`src/rtl/seg_display_ctrl_pkg.sv`:
```
// Shared segment type and glyph constants for the seven-segment display path.
// Segments are active-low with bit order {g,f,e,d,c,b,a}.
package seg_pkg;

    typedef logic [6:0] seg_t;

    localparam seg_t SEG_BLANK = 7'b1111111;
    localparam seg_t SEG_DASH  = 7'b0111111;

    localparam seg_t SEG_0 = 7'b1000000;
    localparam seg_t SEG_1 = 7'b1111001;
    localparam seg_t SEG_2 = 7'b0100100;
    localparam seg_t SEG_3 = 7'b0110000;
    localparam seg_t SEG_4 = 7'b0011001;
    localparam seg_t SEG_5 = 7'b0010010;
    localparam seg_t SEG_6 = 7'b0000010;
    localparam seg_t SEG_7 = 7'b1111000;
    localparam seg_t SEG_8 = 7'b0000000;
    localparam seg_t SEG_9 = 7'b0010000;
    localparam seg_t SEG_A = 7'b0001000;
    localparam seg_t SEG_B = 7'b0000011;
    localparam seg_t SEG_C = 7'b1000110;
    localparam seg_t SEG_D = 7'b0100001;
    localparam seg_t SEG_E = 7'b0000110;
    localparam seg_t SEG_F = 7'b0001110;

endpackage

```
`src/rtl/seg_display_ctrl_glyph.sv`:
```
// Combinational nibble-to-glyph decoder; codes 10-15 render as a dash
// unless hex glyphs are enabled.
module seg_glyph
    import seg_pkg::*;
(
    input  logic [3:0] i_nib,
    input  logic       i_hex,
    output logic [6:0] o_seg
);

    always_comb begin
        o_seg = SEG_DASH;
        case (i_nib)
            4'd0:  o_seg = SEG_0;
            4'd1:  o_seg = SEG_1;
            4'd2:  o_seg = SEG_2;
            4'd3:  o_seg = SEG_3;
            4'd4:  o_seg = SEG_4;
            4'd5:  o_seg = SEG_5;
            4'd6:  o_seg = SEG_6;
            4'd7:  o_seg = SEG_7;
            4'd8:  o_seg = SEG_8;
            4'd9:  o_seg = SEG_9;
            4'd10: o_seg = i_hex ? SEG_A : SEG_DASH;
            4'd11: o_seg = i_hex ? SEG_B : SEG_DASH;
            4'd12: o_seg = i_hex ? SEG_C : SEG_DASH;
            4'd13: o_seg = i_hex ? SEG_D : SEG_DASH;
            4'd14: o_seg = i_hex ? SEG_E : SEG_DASH;
            4'd15: o_seg = i_hex ? SEG_F : SEG_DASH;
            default: o_seg = SEG_DASH;
        endcase
    end

endmodule

```
`src/rtl/seg_display_ctrl.sv`:
```
// Seven-segment controller: bank capture, glyph decode with blink and
// leading-zero blanking, plus a ghost-guarded multiplexed scan bus.
module seg_display_ctrl
    import seg_pkg::*;
#(
    parameter  int DIGITS    = 4,
    parameter  int SOURCES   = 2,
    parameter  int SCAN_DIV  = 50000,
    parameter  int BLINK_DIV = 25000000,
    localparam int SEL_W     = (SOURCES > 1) ? $clog2(SOURCES) : 1
) (
    input  logic                        clk,
    input  logic                        rst_n,
    input  logic [SOURCES*DIGITS*4-1:0] src_data,
    input  logic [SEL_W-1:0]            src_sel,
    input  logic                        freeze,
    input  logic                        hex_mode,
    input  logic                        blank_lz,
    input  logic [DIGITS-1:0]           blink_mask,
    output logic [DIGITS*7-1:0]         seg_static,
    output logic [6:0]                  seg_mux,
    output logic [DIGITS-1:0]           dig_en_n
);

    localparam int DW     = DIGITS * 4;
    localparam int IDX_W  = (DIGITS > 1) ? $clog2(DIGITS) : 1;
    localparam int SCNT_W = $clog2(SCAN_DIV);
    localparam int BCNT_W = (BLINK_DIV > 1) ? $clog2(BLINK_DIV) : 1;

    logic [DW-1:0]       r_cap;
    logic [DW-1:0]       w_bank;
    logic                w_sel_ok;
    logic [BCNT_W-1:0]   r_blink_cnt;
    logic                r_blink_ph;
    logic [6:0]          w_glyph [DIGITS];
    logic [DIGITS-1:0]   w_lz;
    logic [DIGITS*7-1:0] w_seg_next;
    logic [DIGITS*7-1:0] r_seg_static;
    logic [SCNT_W-1:0]   r_scan_cnt;
    logic [IDX_W-1:0]    r_scan_idx;
    logic [6:0]          w_mux_seg;
    logic [DIGITS-1:0]   w_en_n;
    logic [6:0]          r_seg_mux;
    logic [DIGITS-1:0]   r_dig_en_n;

    // Out-of-range selects leave w_sel_ok low so the capture simply holds.
    always_comb begin
        w_bank   = '0;
        w_sel_ok = 1'b0;
        for (int s = 0; s < SOURCES; s++) begin
            if (int'(src_sel) == s) begin
                w_bank   = src_data[s*DW +: DW];
                w_sel_ok = 1'b1;
            end
        end
    end

    always_ff @(posedge clk or negedge rst_n) begin
        if (!rst_n) begin
            r_cap <= '0;
        end else if (!freeze && w_sel_ok) begin
            r_cap <= w_bank;
        end
    end

    always_ff @(posedge clk or negedge rst_n) begin
        if (!rst_n) begin
            r_blink_cnt <= '0;
            r_blink_ph  <= 1'b0;
        end else if (r_blink_cnt == BCNT_W'(BLINK_DIV - 1)) begin
            r_blink_cnt <= '0;
            r_blink_ph  <= ~r_blink_ph;
        end else begin
            r_blink_cnt <= r_blink_cnt + BCNT_W'(1);
        end
    end

    for (genvar gd = 0; gd < DIGITS; gd++) begin : g_glyph
        seg_glyph u_glyph (
            .i_nib (r_cap[gd*4 +: 4]),
            .i_hex (hex_mode),
            .o_seg (w_glyph[gd])
        );
    end

    // w_lz[d] is set while digit d and every higher digit are zero.
    always_comb begin
        w_lz = '0;
        w_lz[DIGITS-1] = (r_cap[(DIGITS-1)*4 +: 4] == 4'd0);
        for (int d = DIGITS - 2; d >= 0; d--) begin
            w_lz[d] = w_lz[d+1] && (r_cap[d*4 +: 4] == 4'd0);
        end
    end

    always_comb begin
        w_seg_next = '0;
        for (int d = 0; d < DIGITS; d++) begin
            if (blink_mask[d] && r_blink_ph) begin
                w_seg_next[d*7 +: 7] = SEG_BLANK;
            end else if (blank_lz && (d != 0) && w_lz[d]) begin
                w_seg_next[d*7 +: 7] = SEG_BLANK;
            end else begin
                w_seg_next[d*7 +: 7] = w_glyph[d];
            end
        end
    end

    always_ff @(posedge clk or negedge rst_n) begin
        if (!rst_n) begin
            r_seg_static <= {DIGITS{SEG_BLANK}};
        end else begin
            r_seg_static <= w_seg_next;
        end
    end

    always_ff @(posedge clk or negedge rst_n) begin
        if (!rst_n) begin
            r_scan_cnt <= '0;
            r_scan_idx <= '0;
        end else if (r_scan_cnt == SCNT_W'(SCAN_DIV - 1)) begin
            r_scan_cnt <= '0;
            r_scan_idx <= (r_scan_idx == IDX_W'(DIGITS - 1)) ? '0 : r_scan_idx + IDX_W'(1);
        end else begin
            r_scan_cnt <= r_scan_cnt + SCNT_W'(1);
        end
    end

    always_comb begin
        w_mux_seg = SEG_BLANK;
        w_en_n    = '1;
        for (int d = 0; d < DIGITS; d++) begin
            if (int'(r_scan_idx) == d) begin
                w_mux_seg = r_seg_static[d*7 +: 7];
                w_en_n[d] = 1'b0;
            end
        end
    end

    // First cycle of each slot blanks everything so the previous digit cannot ghost.
    always_ff @(posedge clk or negedge rst_n) begin
        if (!rst_n) begin
            r_seg_mux  <= SEG_BLANK;
            r_dig_en_n <= '1;
        end else if (r_scan_cnt == '0) begin
            r_seg_mux  <= SEG_BLANK;
            r_dig_en_n <= '1;
        end else begin
            r_seg_mux  <= w_mux_seg;
            r_dig_en_n <= w_en_n;
        end
    end

    assign seg_static = r_seg_static;
    assign seg_mux    = r_seg_mux;
    assign dig_en_n   = r_dig_en_n;

endmodule

```
`config.mk`:
```
export PLATFORM = sky130hd
export DESIGN_NAME = seg_display_ctrl
export DESIGN_NICKNAME = d
export VERILOG_FILES = /design/src/rtl/seg_display_ctrl_pkg.sv /design/src/rtl/seg_display_ctrl_glyph.sv /design/src/rtl/seg_display_ctrl.sv
export SDC_FILE = /design/constraint.sdc
export NUM_CORES = 1
export LEC_CHECK = 0
export ABC_AREA = 1
export ABC_CLOCK_PERIOD_IN_PS = 1900
export CAP_MARGIN = 20
export CORE_UTILIZATION = 45
export DETAILED_ROUTE_END_ITERATION = 12
export DONT_BUFFER_PORTS = 1
export PLACE_DENSITY = 0.71
export SYNTH_ARGS = -nofsm -noshare
export SYNTH_HDL_FRONTEND = slang
export SYNTH_HIERARCHICAL = 1
export SYNTH_SLANG_ARGS = --single-unit
```
`constraint.sdc`:
```
create_clock -name clk -period 1.9 [get_ports clk]
set_input_delay 0.38 -clock clk [delete_from_list [all_inputs] [get_ports clk]]
set_output_delay 0.38 -clock clk [all_outputs]
set_load 0.01 [all_outputs]
```
======== Yosys cells after proc, flatten, opt, wreduce, memory -nomap -nowiden ========
Index checks and enable logic that the tools add are counted.
storage, ports and cells
  output and inout bits ................... 39
  bits of input ports ..................... 42
  flip-flop bits (word level) ............. 99
operators by class
  equality and inequality tests ........... 66
  mux-type cells .......................... 31
  add/sub/neg operators ................... 3
  reductions and logical operators ........ 15
  bitwise operators ....................... 1
operators by type and width
  kind                                                                    count
  7-bit case mux with 16 select lines                                     4
  4-bit equality test (second input constant)                             32
  7-bit 2-to-1 mux                                                        13
  4-bit by 3-bit equality test with 1-bit output (second input constant)  16
  4-bit by 2-bit equality test with 1-bit output (second input constant)  8
  16-bit 2-to-1 mux                                                       2
  25-bit by 1-bit adder with 25-bit output (second input constant)        1
  25-bit equality test (second input constant)                            1
  25-bit 2-to-1 mux                                                       1
  6-bit 2-to-1 mux                                                        4
  16-bit by 1-bit adder with 16-bit output (second input constant)        1
  16-bit equality test (second input constant)                            1
  4-bit by 1-bit equality test with 1-bit output (second input constant)  4
  16-bit logical NOT                                                      1
  4-bit logical NOT                                                       4
  1-bit logical AND                                                       9
  2-bit equality test (second input constant)                             3
  5-bit 2-to-1 mux                                                        1
  1-bit 2-to-1 mux                                                        4
  4-bit 2-to-1 mux                                                        1
  2-bit by 1-bit adder with 2-bit output (second input constant)          1
  2-bit by 1-bit equality test with 1-bit output (second input constant)  1
  2-bit logical NOT                                                       1
  2-bit 2-to-1 mux                                                        1
  1-bit inverter                                                          1

======== Depth between registers and ports, before layout ========
Gate-level depths: netlist (run 1).
  depth in word-level cells ............... 6
  gate-level depth with buffers ........... 9
  depth with buffers taken out ............ 9

======== Hierarchy ========
The synthesis (run 1) kept the hierarchy.
by module, submodules not included
  module            times used  area each (um^2)  sequential area each (um^2)  cells each
  seg_display_ctrl  1           4803.4            2526.2                       586
  seg_glyph         4           246.5             0.0                          56

======== Worst setup path after synthesis (run 1) ========
No wires, ideal clock.
  kind .................................... register -> register
  start ................................... register r_blink_cnt[0]
  end ..................................... register r_blink_cnt[22]
  clock period less this slack ............ 1.374 ns
  setup time .............................. 0.119 ns
  cell stages (with the launch flop) ...... 10
  setup slack ............................. 0.526 ns
  data arrival time ....................... 1.255 ns
  cell sequence ........................... dfrtp_1 ha_1 nand2_2 nor2_8 nand2_4 nor2_2 nand2_2 buf_6 nand2_1 nor2_1
on the way
  word-level cells in the longest chain between the ends .. 2
RTL lines
  element                                                                           RTL line                                        source
  start, declared                                                                   seg_display_ctrl.sv:33                          logic [BCNT_W-1:0] r_blink_cnt;
  start signal, assigned                                                            seg_display_ctrl.sv:74                          r_blink_cnt <= r_blink_cnt + BCNT_W'(1);
  25-bit by 1-bit adder with 25-bit output or 25-bit equality test (tied branches)  seg_display_ctrl.sv:74, seg_display_ctrl.sv:70
  25-bit 2-to-1 mux (*)                                                             seg_display_ctrl.sv:70                          end else if (r_blink_cnt == BCNT_W'(BLINK_DIV - 1)) begin
Mark *: on every way between the ends. The rest lies on a longest branch, timed or not.
A chain may end at the register's enable or synchronous reset.

======== Worst setup path in the final report (run 1) ========
  start ................................... register r_scan_cnt[0]
  end ..................................... register r_seg_mux[5] (netlist: seg_mux[5])
on the way
  word-level cells in the longest chain between the ends .. 2
RTL lines
  element                 RTL line                 source
  start, declared         seg_display_ctrl.sv:39   logic [SCNT_W-1:0] r_scan_cnt;
  start signal, assigned  seg_display_ctrl.sv:124  r_scan_cnt <= r_scan_cnt + SCNT_W'(1);
  16-bit logical NOT      seg_display_ctrl.sv:144  end else if (r_scan_cnt == '0) begin
  7-bit 2-to-1 mux        seg_display_ctrl.sv:144
  end signal, assigned    seg_display_ctrl.sv:148  r_seg_mux <= w_mux_seg;
  end, declared           seg_display_ctrl.sv:43   logic [6:0] r_seg_mux;
No other way between the ends.

==> results of run 1 <==
cell families (layout without fill, tap and decap cells):
kind of cell / after synthesis / count (layout) / share of synthesized area
compound gates: 70 / 70 / 0.06722
xor+xnor: 15 / 15 / 0.02269
fa+ha+maj: 7 / 7 / 0.01513
buf+inv: 117 / 122 / 0.07780
flops: 99 / 99 / 0.4364
simple gates: 502 / 502 / 0.3808
flip-flops by register name, indices dropped and copies added (netlist names):
register     flops
r_blink_cnt     25
r_scan_idx       2
seg_static      28
r_scan_cnt      16
r_cap           16
r_blink_ph       1
seg_mux          7
dig_en_n         4
synth_stat cells (10+ instances only):
cell	n	area share
dfrtp_1	60	0.26
nand2_1	222	0.14
xor2_1	12	0.018
nand4_1	23	0.025
nand3_1	50	0.043
nand3b_1	15	0.019
nor2_1	157	0.10
a21oi_1	35	0.030
inv_1	101	0.065
nor2_2	10	0.011
o21ai_0	16	0.014
dfstp_2	39	0.18
worst paths after layout:
kind	startpoint	slack, ps	to	depth (start not counted)
min	rst_n	-280	r_blink_cnt[11]	0
max reg2reg	r_scan_cnt[0]	270	seg_mux[5]	5
max in group asynchronous	rst_n	1920	seg_static[13]	0
max	r_scan_cnt[0]	270	seg_mux[5]	5
min reg2reg	r_blink_cnt[0]	460	r_blink_cnt[0]	1
min in group clk	freeze	130	r_cap[13]	1
critical path, stage by stage, from the launching register on:
cell	delay, ps
dfrtp_1	400
inv_1	90
ha_1	140
nor3b_1	200
nand4_1	450
nand3_1	270
area by class of cell:
class	count	area, um2
Tap cell	172	215.2
Clock inverter	5	38.79
Multi-Input combinational cell	594	2813
Sequential cell	99	2526
Fill cell	1224	6335
Inverter	106	397.9
Clock buffer	11	242.7
per-layer routing:
metal	global-route usage	part of all wire
met5	0	0
met4	0.07965	0.020
met3	0.06433	0.064
met2	0.3425	0.47
met1	0.2581	0.45
power by group through the flow:
stage | logic (uW) | registers, uW | clock network [uW]
after global placement | 577 | 2760 | 0
after floorplan | 492 | 2640 | 0
after global routing | 686 | 2740 | 1860
final | 587 | 2710 | 1730
after CTS | 586 | 2720 | 1770
after detailed placement | 582 | 2760 | 0
per-stage QoR:
step	cell area [um2]	utilization	total power [uW]	instances	worst slack, ps
finish	6233	0.4960	5025	987	266.2
global route	6233	0.4960	5282	987	64.05
global placement	5952	0.4736	3337	971	332.8
floorplan	5789	-	3134	810	526.2
CTS	6233	0.4960	5080	987	228.0
detailed placement	5952	0.4736	3344	971	276.9
==> impl_metrics.csv, run 1 <==
group,metric,value,unit
status,status,"complete, but fails checks",
status,violations,"hold timing",
floorplanning,rows,41,
yosys,synth_cell_type_count,32,
yosys,syn_area_per_cell,7.147,um2
drt,viasPerCell,4.862,
floorplanning,core,12570,um2
timing,drv_slew,0,
timing,grt_setup_unrepaired,"no",
worst_setup_path,crit_type,"reg -> reg",
clocking,numCtsBuffers,9,
clocking,cts.path.max_buffers,2,
floorplanning,die_y,115.4,um
power,ir_worst_vdd,0.5636,mV
drt,dr.pass1.iters,5,
drt,drt-wirelength-per-cell,12.99,um
timing,hold_viol,99,
timing,fin_crit_sh,0.8599,
placement,place.gp.congestion,0.8834,
clocking,ctsResizeCount,0,
drt,wl,12820,um
cells_and_area,layout-drive-gt1-share,0.1043,
run,max_cap_violations,0,
timing,slew_headroom,0.6451,
cells_and_area,final_common_cell,"nand2_1",
power,p_comb_frac,0.117,
cells_and_area,nets,859,
clocking,clock_sinks,99,
yosys,ys_seq_area_frac,0.4364,
hold_path,hp-class,"in -> async",
drt,ant_nets,0,
global_routing,overflow,0,
clocking,clock-root-buffer,"clkbuf_16",
yosys,ys.warnings.count,6,
clocking,clkTransAtPathRegs,70,ps
power,leakagePower,0.003192,uW
cells_and_area,antenna_cells,0,
placement,hpwl,9815,um
yosys,async_flop_share,1.000,
timing,worstMarginPinSlew,532.4,ps
drt,num_vias,4799,
global_routing,grt_pass1_vias,4425,
floorplanning,die_area,13320,um2
cells_and_area,final_cell_mix,"nand2_1 (222), nor2_1 (157), inv_1 (101)",
power,seq_power_share,0.540,
yosys,syn_area,5789,um2
clocking,post_cts_buffers,0,
timing,hold_ws,-277.6,ps
floorplanning,fp.dieW,115.4,um
power,intPower,3574,uW
yosys,synth_edf_count,0,
drt,drc,0,
power,power-per-cell-area,806.2,nW/um2
yosys,synthFlopType,"dfrtp_1",
global_routing,grt_start_max_net_pins,100,
yosys,synth_seq_cells,99,
power,p_sw,1451,uW
global_routing,grt_pass1_wl,21440,um
yosys,syn-num-nets,859,
clocking,cts.htree.levels,3,
worst_setup_path,required,2170,ps
power,swShare,0.2887,
floorplanning,pin_count,81,
yosys,synthCells,810,
drt,first_iter_violations,220,
timing,setup_violations,0,
timing,min_period,1634,ps
power,clockPowerShare,0.343,
worst_setup_path,cp_max_fo,11,
clocking,insertion_delay,350,ps
worst_setup_path,crit_path_start_kind,"flip-flop",
cells_and_area,area_delta_synth_final,7.672,%
global_routing,track_usage,0.2088,
placement,io_buffers,0,
worst_setup_path,crit_arrival,1910,ps
timing,max_freq,612.1,MHz
clocking,cts_tree,"built",
global_routing,antenna_found_initial,0,
worst_setup_path,endpoint_kind,"flip-flop",
timing,fin_setup_tns,0,ps
timing,skew,5.685,ps
floorplanning,initial_utilization,0.4606,
Power figures use the tool's default switching activity.
==> inputs of run 2 (changes only) <==
--- a/config.mk
+++ b/config.mk
@@ -12,6 +12,7 @@
 export DETAILED_ROUTE_END_ITERATION = 12
 export DONT_BUFFER_PORTS = 1
 export PLACE_DENSITY = 0.71
+export RECOVER_POWER = 50
 export SYNTH_ARGS = -nofsm -noshare
 export SYNTH_HDL_FRONTEND = slang
 export SYNTH_HIERARCHICAL = 1
==> run 2 against run 1 <==
Compared with the run above:
- the flow still finishes with violations (hold timing)
- design area about the same
- count of clock-buffer cells in the layout unchanged
- via count decreased by 0.13%
- clock power barely moved
- critical path type unchanged
- largest cell class unchanged
==> impl_metrics.csv, run 2 (synthesized netlist as in run 1, its figures left out) <==
group,metric,value,unit
power,power-per-cell-area,806.6,nW/um2
run,max_cap_violations,0,
timing,fin_setup_tns,0,ps
drt,drc,0,
floorplanning,pin_count,81,
cells_and_area,final_cell_mix,"nand2_1 (222), nor2_1 (158), inv_1 (101)",
global_routing,antenna_found_initial,0,
worst_setup_path,required,2170,ps
global_routing,grt_pass1_vias,4425,
drt,viasPerCell,4.856,
clocking,clkTransAtPathRegs,70,ps
clocking,numCtsBuffers,9,
clocking,cts.path.max_buffers,2,
timing,max_freq,614.6,MHz
drt,ant_nets,0,
power,ir_worst_vdd,0.5636,mV
cells_and_area,area_delta_synth_final,7.629,%
floorplanning,die_y,115.4,um
drt,num_vias,4793,
global_routing,grt_pass1_wl,21440,um
power,p_total,5026,uW
placement,place.gp.congestion,0.8834,
clocking,cts.htree.levels,3,
cells_and_area,layout-drive-gt1-share,0.1031,
placement,hpwl,9815,um
timing,fin_crit_sh,0.8564,
drt,wl,12820,um
timing,slew_headroom,0.6451,
global_routing,gr-usage-met3,0.06433,
drt,dr.pass1.iters,4,
global_routing,overflow,0,
timing,min_period,1627,ps
cells_and_area,nFillCells,1225,
worst_setup_path,crit_type,"reg -> reg",
cells_and_area,final_common_cell,"nand2_1",
timing,drv_slew,0,
placement,io_buffers,0,
power,leakagePower,0.003193,uW
global_routing,top_usage_layer,"met2",
floorplanning,rows,41,
hold_path,hp-class,"in -> async",
status,violations,"hold timing",
worst_setup_path,crit_arrival,1900,ps
worst_setup_path,cp_max_fo,11,
clocking,clock_sinks,99,
floorplanning,core,12570,um2
global_routing,track_usage,0.2088,
floorplanning,initial_utilization,0.4606,
global_routing,met2_usage,0.3425,
timing,setup_ws,272.8,ps
cells_and_area,largest_reg_flops,28,
worst_setup_path,crit_path_start_kind,"flip-flop",
timing,setup_violations,0,
floorplanning,fp.dieW,115.4,um
cells_and_area,multiInputGateArea,2810,um2
clocking,post_cts_buffers,0,
cells_and_area,nets,859,
timing,skew,5.648,ps
floorplanning,die_area,13320,um2
placement,pre_cts_ws,276.9,ps
global_routing,grt_start_max_net_pins,100,
drt,first_iter_violations,218,
clocking,cts_tree,"built",
worst_setup_path,endpoint_kind,"flip-flop",
clocking,clock-root-buffer,"clkbuf_16",
clocking,ctsResizeCount,0,
cells_and_area,antenna_cells,0,
timing,worstMarginPinSlew,532.4,ps
timing,hold_ws,-277.6,ps
global_routing,use_met1,0.2581,
timing,grt_setup_unrepaired,"no",
drt,drt-wirelength-per-cell,12.98,um
timing,hold_viol,99,
cells_and_area,seqCellArea,2526,um2
status,status,"complete, but fails checks",
clocking,insertion_delay,350,ps
run 2: through the flow:
step | util | std cells | hold slack [ps] | instance area [um2]
CTS | 0.4960 | 987 | -288.4 | 6233
global route | 0.4958 | 987 | -292.6 | 6231
floorplan | - | 810 | 84.41 | 5789
global placement | 0.4736 | 971 | 88.65 | 5952
detailed placement | 0.4736 | 971 | 89.44 | 5952
finish | 0.4958 | 987 | -277.6 | 6231
run 2: routing by layer:
layer	vias up	routed length (um)
met3	17	818
met5	-	0
li1	2557	-
met2	113	5977
met1	2106	5762
met4	0	258
run 2: path summary, 6_finish.rpt:
kind / start / endpoint / slack, ps / cells past startpoint
worst max register to register: r_scan_cnt[0] / seg_mux[5] / 270 / 5
min in group clk: freeze / r_cap[13] / 130 / 1
worst max-delay path: r_scan_cnt[0] / seg_mux[5] / 270 / 5
worst min-delay path: rst_n / r_blink_cnt[11] / -280 / 0
worst min register to register: r_blink_cnt[0] / r_blink_cnt[0] / 460 / 1
max in group asynchronous: rst_n / seg_static[13] / 1920 / 0
run 2: final cells by class:
cell class / instances / area share
Sequential cell: 99 / 0.4054
Clock inverter: 5 / 0.006225
Tap cell: 172 / 0.03454
Inverter: 106 / 0.06386
Clock buffer: 11 / 0.03896
Multi-Input combinational cell: 594 / 0.4510
run 2: power breakdown:
part / switching (uW) / internal, uW / leakage, uW
sequential: 295 / 2420 / 0.00118
combinational: 358 / 229 / 0.00188
clock: 798 / 928 / 0.000136
run 2: critical path, stage by stage, from the launching register on:
cell     delay, ps
dfrtp_1        400
inv_1           80
ha_1           140
nor3b_1        210
nand4_1        450
nand3_1        270
==> inputs of run 3 (changes only) <==
--- a/config.mk
+++ b/config.mk
@@ -8,10 +8,13 @@
 export ABC_AREA = 1
 export ABC_CLOCK_PERIOD_IN_PS = 1900
 export CAP_MARGIN = 20
-export CORE_UTILIZATION = 45
+export CELL_PAD_IN_SITES_DETAIL_PLACEMENT = 0
+export CELL_PAD_IN_SITES_GLOBAL_PLACEMENT = 2
+export CORE_UTILIZATION = 36
+export CTS_CLUSTER_DIAMETER = 80
 export DETAILED_ROUTE_END_ITERATION = 12
 export DONT_BUFFER_PORTS = 1
-export PLACE_DENSITY = 0.71
+export PLACE_DENSITY = 0.91
 export RECOVER_POWER = 50
 export SYNTH_ARGS = -nofsm -noshare
 export SYNTH_HDL_FRONTEND = slang
==> run 3 against run 2 <==
Compared with the run above:
- the run still ends with hold timing left
- count of clock-buffer cells in the layout up 2
- design area increased by 1.6%
- first-iteration DRC count rose by 14%
- worst setup slack got worse by 20 ps
- cell count increased by 4.1%
- combinational power increased by 1%
- die area is 25% higher
- core utilization down 8.5 points
- total power is 5.0% higher
- sequential share of layout area is 0.65 points lower
- critical endpoint is now r_blink_cnt[1]
- largest cell class unchanged
==> impl_metrics.csv, run 3 (synthesized netlist as in run 1, its figures left out) <==
group,metric,value,unit
timing,setup_violations,0,
power,p_comb_frac,0.113,
drt,wl,14280,um
timing,skew,7.052,ps
power,intPower,3772,uW
cells_and_area,layout-drive-gt1-share,0.1054,
clocking,clock_sinks,99,
timing,min_period,1647,ps
cells_and_area,nets,860,
worst_setup_path,crit_type,"reg -> reg",
drt,drt-wirelength-per-cell,13.90,um
cells_and_area,largest_reg_flops,28,
global_routing,overflow,0,
cells_and_area,nFillCells,1606,
hold_path,hp-class,"in -> async",
worst_setup_path,reg2reg_from,"r_blink_cnt[0]",
timing,max_freq,607.1,MHz
timing,worstMarginPinSlew,496.8,ps
clocking,cts.htree.levels,3,
status,status,"complete, but fails checks",
power,clockPowerShare,0.369,
placement,place.gp.congestion,0.8723,
global_routing,track_usage,0.1819,
global_routing,grt_start_max_net_pins,100,
drt,dr.pass1.iters,5,
worst_setup_path,cp_max_fo,13,
power,swShare,0.2850,
cells_and_area,antenna_cells,0,
timing,hold_viol,99,
worst_setup_path,rrSetupSlack,250,ps
clocking,clock-root-buffer,"clkbuf_16",
worst_setup_path,r2r_end,"r_blink_cnt[1]",
worst_setup_path,crit_arrival,1880,ps
clocking,cts_tree,"built",
timing,hold_ws,-280.8,ps
floorplanning,fp.dieW,128.8,um
clocking,ctsResizeCount,0,
timing,grt_setup_unrepaired,"no",
drt,first_iter_violations,248,
cells_and_area,final_common_cell,"nand2_1",
clocking,insertion_delay,350,ps
drt,viasPerCell,4.796,
worst_setup_path,r2r_cells,8,
status,violations,"hold timing",
global_routing,grt_pass1_wl,23230,um
global_routing,antenna_found_initial,0,
worst_setup_path,required,2130,ps
run,max_cap_violations,0,
floorplanning,initial_utilization,0.3753,
floorplanning,die_y,128.8,um
clocking,clkTransAtPathRegs,70,ps
power,p_total,5275,uW
floorplanning,die_area,16590,um2
timing,fin_crit_sh,0.8669,
clocking,post_cts_buffers,0,
timing,drv_slew,0,
power,power-per-cell-area,833.1,nW/um2
cells_and_area,area_delta_synth_final,9.380,%
power,leakagePower,0.003224,uW
power,ir_worst_vdd,0.4901,mV
floorplanning,core,15430,um2
clocking,numCtsBuffers,9,
power,seq_power_share,0.519,
global_routing,grt_pass1_vias,4595,
floorplanning,pin_count,81,
drt,num_vias,4925,
timing,fin_setup_tns,0,ps
worst_setup_path,crit_path_start_kind,"flip-flop",
floorplanning,rows,45,
cells_and_area,final_cell_mix,"nand2_1 (222), nor2_1 (158), inv_1 (101)",
cells_and_area,multiInputGateArea,2810,um2
drt,ant_nets,0,
worst_setup_path,endpoint_kind,"flip-flop",
drt,drc,0,
cells_and_area,seqCellArea,2526,um2
timing,slew_headroom,0.6688,
placement,io_buffers,0,
power,p_sw,1503,uW
clocking,cts.path.max_buffers,2,
placement,hpwl,11160,um
[run 3: final cells by class]
type / instances / share of cell area
Clock buffer: 13 / 0.04782
Sequential cell: 99 / 0.3989
Clock inverter: 3 / 0.003754
Inverter: 106 / 0.06283
Tap cell: 211 / 0.04169
Timing Repair Buffer: 1 / 0.001186
Multi-Input combinational cell: 594 / 0.4438
[run 3: metal layers]
metal	up-vias	part of all wire	global-route usage
met5	-	0	0
met4	0	0.012	0.04637
met3	13	0.096	0.08482
met2	114	0.44	0.2878
met1	2245	0.45	0.2236
li1	2553	-	-
[run 3: worst max path at each step]
stage,to,depth (start not counted),start
floorplan,r_blink_cnt[22],9,r_blink_cnt[0]
global placement,r_blink_cnt[0],8,r_blink_cnt[0]
detailed placement,r_blink_cnt[3],8,r_blink_cnt[0]
CTS,r_blink_cnt[3],8,r_blink_cnt[0]
global route,seg_mux[3],8,r_scan_idx[1]
finish,r_blink_cnt[1],8,r_blink_cnt[0]
[run 3: worst max-delay path, cell delays in order (launching register included)]
cell and delay, ps:
dfrtp_1 380, ha_1 210, nand2_2 100, nor2_8 150, nand2_4 80, nor2_2 130, nand2_2 200, inv_1 220
nor2_1 60
[run 3: power groups by stage]
stage	sequential (uW)	combinational (uW)	clock, uW
6_report	2740	594	1940
3_3_place_gp	2780	594	0
5_1_grt	2770	694	2090
4_1_cts	2740	595	2010
2_1_floorplan	2640	492	0
3_5_place_dp	2780	592	0
[run 3: per-stage QoR]
stage / instances / utilization / instance area (um2) / hold slack, ps / setup slack (ps)
after floorplan: 810 / - / 5789 / 84.41 / 526.2
after global placement: 1011 / 0.3895 / 6008 / 88.42 / 295.1
after detailed placement: 1011 / 0.3895 / 6008 / 90.02 / 258.1
after CTS: 1027 / 0.4106 / 6335 / -293.7 / 245.8
after global routing: 1027 / 0.4105 / 6332 / -298.9 / 87.66
final: 1027 / 0.4105 / 6332 / -280.8 / 252.8
